$ cat src/rtl/sobel_grad_pipe.sv
// sobel_grad_pipe: 3-stage pipelined Sobel gradient, saturated |Gx|+|Gy| magnitude with gradient signs
// Ports: clk/rst_n (async active-low); in_valid/in_ready/in_win/in_last window input;
// out_valid/out_ready/out_mag/out_last/out_gx_neg/out_gy_neg result output.
// SOBEL_THRESH_EN adds thresh input and registered out_edge = (out_mag >= thresh).
module sobel_grad_pipe #(
    parameter int DW = 8,
    parameter int OW = 8
) (
    input  logic            clk,
    input  logic            rst_n,
    input  logic            in_valid,
    output logic            in_ready,
    input  logic [9*DW-1:0] in_win,
    input  logic            in_last,
    output logic            out_valid,
    input  logic            out_ready,
    output logic [OW-1:0]   out_mag,
    output logic            out_last,
    output logic            out_gx_neg,
    output logic            out_gy_neg
`ifdef SOBEL_THRESH_EN
    ,
    input  logic [OW-1:0]   thresh,
    output logic            out_edge
`endif
);
    localparam int gw = DW + 3;
    localparam logic [gw-1:0] sat_max = {gw{1'b1}} >> (gw - OW);

    function automatic logic [gw-1:0] one(input logic [DW-1:0] v);
        return {3'b000, v};
    endfunction

    function automatic logic [gw-1:0] dbl(input logic [DW-1:0] v);
        return {2'b00, v, 1'b0};
    endfunction

    logic          en;
    logic [DW-1:0] p [9];
    logic [gw-1:0] tx [6];
    logic [gw-1:0] ty [6];
    logic          v1, l1, v2, l2;
    logic [gw-1:0] x1 [6];
    logic [gw-1:0] y1 [6];
    logic [gw-1:0] gx_c, gy_c, gx, gy;
    logic [gw-1:0] ax, ay, sum;
    logic [OW-1:0] mag_c;

    assign en       = !out_valid || out_ready;
    assign in_ready = en;

    always_comb begin
        for (int i = 0; i < 9; i++) p[i] = in_win[i*DW +: DW];
        tx[0] = one(p[2]);
        tx[1] = dbl(p[5]);
        tx[2] = one(p[8]);
        tx[3] = -one(p[0]);
        tx[4] = -dbl(p[3]);
        tx[5] = -one(p[6]);
        ty[0] = one(p[6]);
        ty[1] = dbl(p[7]);
        ty[2] = one(p[8]);
        ty[3] = -one(p[0]);
        ty[4] = -dbl(p[1]);
        ty[5] = -one(p[2]);
    end

    always_comb begin
        gx_c = '0;
        gy_c = '0;
        for (int i = 0; i < 6; i++) begin
            gx_c = gx_c + x1[i];
            gy_c = gy_c + y1[i];
        end
    end

    // |Gx|+|Gy| cannot exceed 8*(2^DW-1), so the DW+3 bit sum never wraps
    always_comb begin
        ax    = gx[gw-1] ? -gx : gx;
        ay    = gy[gw-1] ? -gy : gy;
        sum   = ax + ay;
        mag_c = (sum > sat_max) ? '1 : sum[OW-1:0];
    end

    always_ff @(posedge clk or negedge rst_n) begin
        if (!rst_n) begin
            v1 <= 1'b0;
            l1 <= 1'b0;
            for (int i = 0; i < 6; i++) begin
                x1[i] <= '0;
                y1[i] <= '0;
            end
            v2         <= 1'b0;
            l2         <= 1'b0;
            gx         <= '0;
            gy         <= '0;
            out_valid  <= 1'b0;
            out_mag    <= '0;
            out_last   <= 1'b0;
            out_gx_neg <= 1'b0;
            out_gy_neg <= 1'b0;
`ifdef SOBEL_THRESH_EN
            out_edge   <= 1'b0;
`endif
        end else if (en) begin
            v1 <= in_valid;
            l1 <= in_last;
            for (int i = 0; i < 6; i++) begin
                x1[i] <= tx[i];
                y1[i] <= ty[i];
            end
            v2         <= v1;
            l2         <= l1;
            gx         <= gx_c;
            gy         <= gy_c;
            out_valid  <= v2;
            out_mag    <= mag_c;
            out_last   <= l2;
            out_gx_neg <= gx[gw-1];
            out_gy_neg <= gy[gw-1];
`ifdef SOBEL_THRESH_EN
            out_edge   <= mag_c >= thresh;
`endif
        end
    end
endmodule
$ cat config.mk
export PLATFORM = sky130hd
export DESIGN_NAME = sobel_grad_pipe
export DESIGN_NICKNAME = d
export VERILOG_FILES = /design/src/rtl/sobel_grad_pipe.sv
export SDC_FILE = /design/constraint.sdc
export NUM_CORES = 1
export LEC_CHECK = 0
export ABC_AREA = 1
export BUFFER_PORTS_ARGS = -buffer_cell sky130_fd_sc_hd__buf_2
export CORE_MARGIN = 3
export CORE_UTILIZATION = 30
export CTS_CLUSTER_SIZE = 25
export DETAILED_ROUTE_END_ITERATION = 8
export PLACE_DENSITY = 0.47
export SETUP_SLACK_MARGIN = 0.02
export SYNTH_ARGS = -nofsm -noshare
export SYNTH_HDL_FRONTEND = slang
export SYNTH_SLANG_ARGS = --single-unit
$ cat constraint.sdc
create_clock -name clk -period 4.61 [get_ports clk]
set_clock_uncertainty 0.15 [all_clocks]
set_input_delay 0.2305 -clock clk [delete_from_list [all_inputs] [get_ports clk]]
set_output_delay 0.2305 -clock clk [all_outputs]
set_load 0.1 [all_outputs]
---- Yosys cells after proc, flatten, opt, wreduce, memory -nomap -nowiden ----
Index checks and enable logic that the tools add are counted.
operators by class
  reduce and logical (&&, ||, !) cells .... 2
  add/subtract/negate cells ............... 18
  order comparisons ....................... 1
  mux-type cells .......................... 3
operators with widths
  operator               count
  $add A11 B11 Y11       7
  $neg A8 Y11            3
  $add A10 B8 Y11        2
  $mux W11               2
  $neg A11 Y11           2
  $neg A9 Y11            2
  $add A8 B9 Y10         2
  $gt A11 B8 Y1 const B  1
  $mux W8                1
  $logic_not A1 Y1       1
  $logic_or A1 B1 Y1     1
storage, ports and cells
  bits of input ports ..................... 77
  output and inout port bits .............. 13
  bits in registers ....................... 133

---- Depth between registers and ports, before layout ----
  depth after elaboration ................. 5
  gate-level depth with buffers ........... 17
  depth with buffers taken out ............ 17

---- Worst setup path after synthesis ----
OpenSTA, ideal clock, no wires.
  kind .................................... register to register
  from .................................... register x1[24] (netlist name)
  to ...................................... register gy[8]
  arrival time ............................ 3.214 ns
  setup time .............................. 0.130 ns
  cell stages (with the launch flop) ...... 18
  path buffers ............................ 0
  slack ................................... 1.116 ns
  period minus slack after synthesis ...... 3.494 ns
  cell sequence ........................... dfrtp_1 > fa_1 > fa_1 > inv_1 > fa_1 > inv_1 > ha_1 > inv_1 > fa_1 > inv_1 > nand3_1 > nand2_1 > nand2_1 > nand2_1 > a21oi_1 > nand2b_1 > nand3_1 > o21ai_0
RTL lines
  what                  RTL line  source
  end signal, assigned  115       gy <= gy_c;
  end, declared         45        logic [gw-1:0] gx_c, gy_c, gx, gy;

---- Worst setup path in the final report ----
  from .................................... register x1[24] (netlist name)
  to ...................................... register gx[8]
between the ends
  cells in the longest elaborated chain, start to end .. 3
ends and longest elaborated chain
  what                             RTL line  source
  start, declared                  43        logic [gw-1:0] x1 [6];
  start signal, assigned by index  109       x1[i] <= tx[i];
  $add A11 B11 Y11 (3 in a row)    72        gx_c = gx_c + x1[i];
  end signal, assigned             114       gx <= gx_c;
  end, declared                    45
No other way between the ends.
A chain may end at the register's enable or synchronous reset.

==> flow_summary.toml <==
[logic_synthesis]
yosysUniqueCellTypes = 40
synth_ff_type = "dfrtp_1"
synth_area_leaders = "dfrtp_1, fa_1, nand2_1"
synth_top_area_share_pct = 37.4
ys_ff_latch = 129
synth_nets = 1197
ys_warn_count = 0
yosysMostFrequentCell = "nand2_1"
synth_commonest_cells = "nand2_1, dfrtp_1, inv_1"
yosys.area.top_type = "dfrtp_1"
netlist_area_um2 = 8630
synth-edff-count = 0
yosysSeqAreaShare_pct = 37.4
ys_async_sr_fraction_pct = 100
syn_area_per_cell_um2 = 8.54
synth_cells = 1010

[routing]
drcViolationCount = 0
drtPass1Iterations = 5
wirelength_mm = 21.4
drtAntennaViolNets = 0
drt-initial-drc-count = 315
vias = 6659
vias_per_cell = 4.32
routedWlPerCell_um = 13.9

[timing]
worstMarginPinSlew_ns = 0.931
setup_ws_ns = 0.799
max_slew_margin_pct = 37.9
rsz0062_at_grt = "false"
fmax_mhz = 262
fin_setup_tns_ns = 0
report.final.slew_viol_count = 0
final_hold_viol_count = 0
fin_crit_ns = 3.81
period_share_pct = 82.7
setup_viol = 0

[place]
dp_cells = 1446
hpwl_mm = 16.0
portBuffers = 81
pre_cts_slack_ns = 0.788
place_congestion = 0.797

[clocking]
htreeDepth = 4
cts_buffers = 17
clock_sinks = 129
cts_tree = "yes"
clk_pin_slew_ns = 0.07
post_cts.repair.setup_buffers = 0
cts_root_buffer = "clkbuf_16"
clockBufferDepth = 2
clk_latency_ns = 0.43

[critical_path]
cp-end-kind = "flip-flop"
worstSetupPathType = "reg -> reg"
crit_required_ns = 4.75
arrival_ns = 3.95
crit_path_max_fanout = 3
start_kind = "flip-flop"

[grt]
grtUsageTotal_pct = 14.7
grt_pass1_wl_mm = 35.8
grt_start_max_net_pins = 95
gr-total-overflow = 0
antenna_found_initial = 0
grt_pass1_vias = 6958

[final_layout]
register_area_um2 = 3230
antenna_cells = 0
finalNonFillerCells = 1540
multi_input_area_um2 = 4810
finalNetCount = 1336
n_fill_cell = 2973
area.growth.synth_to_final_pct = 23.3
drive_gt1_share_pct = 12.8

[die]
core_um2 = 28100
die_h_um = 176
num_rows = 61
start_util_pct = 30.7
dieArea_um2 = 30800
die_x_um = 176
num_io_pins = 90

[flow_run]
maxCapViolCount = 0

[hold_path]
hold_path_class = "in -> reg"

[outcome]
status = "completed"
==> worst max-delay path, stage by stage (launching register included) <==
cell      delay [ns]
dfrtp_1         0.44
fa_1            0.50
fa_1            0.55
inv_1           0.05
fa_1            0.46
inv_1           0.08
ha_1            0.18
inv_1           0.06
fa_1            0.39
inv_1           0.07
nand3_1         0.06
nand2_1         0.16
nand2_1         0.10
nand2_1         0.07
a21oi_1         0.07
nand2b_1        0.14
nand3_1         0.07
o21ai_0         0.08
==> flip-flops by register name, summed over array words and instances, names as in the netlist, 8 cells and up <==
name / flops
y1: 44
x1: 47
gx: 11
gy: 11
out_mag: 8
==> through the flow <==
step / cell area, µm² / util, % / hold WS, ns
2_1_floorplan: 8630 / - / -0.215
3_3_place_gp: 9430 / 33.6 / 0.270
3_5_place_dp: 9430 / 33.6 / 0.265
4_1_cts: 10600 / 37.9 / 0.000469
5_1_grt: 10600 / 37.9 / 0.0132
6_report: 10600 / 37.9 / 0.00316
==> cell families (layout without fill, tap and decap cells) <==
family | count (synthesis) | after routing | synth area share [%]
and+or+nand+nor | 457 | 457 | 22.1
buffers and inverters | 154 | 306 | 6.95
DFF | 129 | 129 | 37.4
AOI/OAI and AO/OA | 124 | 124 | 8.06
adders and majority gates | 110 | 110 | 21.8
xor gates and xnor gates | 36 | 36 | 3.65
==> metal layers <==
metal  GRT usage, %  vias to the layer above  wire length [µm]
met4           3.50                        0               218
met3           2.81                       14               562
met5              0                        -                 0
met2           24.4                       88             10200
li1               -                     3452                 -
met1           20.0                     3105             10500
==> final timing paths <==
check | start | endpoint | slack (ns) | cells past startpoint
max in group asynchronous | rst_n | x1[28]$_DFFE_PN0P_ | 2.88 | 3
worst max register to register | x1[24]$_DFFE_PN0P_ | gx[8]$_DFFE_PN0P_ | 0.80 | 17
worst min register to register | v2$_DFFE_PN0P_ | out_valid$_DFFE_PN0P_ | 0.32 | 2
worst max-delay path | x1[24]$_DFFE_PN0P_ | gx[8]$_DFFE_PN0P_ | 0.80 | 17
min in group asynchronous | rst_n | out_mag[1]$_DFFE_PN0P_ | 0.33 | 2
worst min-delay path | in_win[17] | x1[56]$_DFFE_PN0P_ | 0.003 | 3
==> timing repair <==
| action | in CTS | in global routing |
|---|---|---|
| gates resized for setup | 0 | 0 |
| endpoints found under the hold margin | 165 | 0 |
| hold buffers | 62 | 0 |
==> area by class of cell <==
cell class,count,area share [%]
Multi-Input combinational cell,727,45.2
Sequential cell,129,30.4
Timing Repair Buffer,148,10.1
Inverter,126,4.48
Tap cell,378,4.45
Clock buffer,17,4.00
Clock inverter,15,1.45
==> cells in the final DEF, fill, tap and decap left out, types with 3 or more instances in the layout <==
master,synthesis,layout
a21o_1,3,3
a21oi_2,8,8
nand3b_1,3,3
o21ai_1,4,4
buf_2,9,80
buf_4,0,5
xnor2_1,11,11
dlygate4sd3_1,0,62
nand2_1,301,301
ha_1,43,43
a21oi_1,26,26
nor3_1,12,12
nand2_2,4,4
fa_1,67,67
nor2_1,72,71
xor2_1,25,25
nor2_2,5,5
clkbuf_16,0,17
nand2b_1,4,4
o211ai_1,3,3
nand3_2,5,5
inv_8,0,7
o22ai_1,4,4
o21ai_0,65,65
inv_1,122,122
nand4_1,6,6
a31oi_1,4,4
nand3_1,38,38
dfrtp_1,129,129
inv_6,0,4
Power is left out: the tool's default activity adds up to more than one toggle a clock period on the data nets, which glitch-free logic cannot reach.
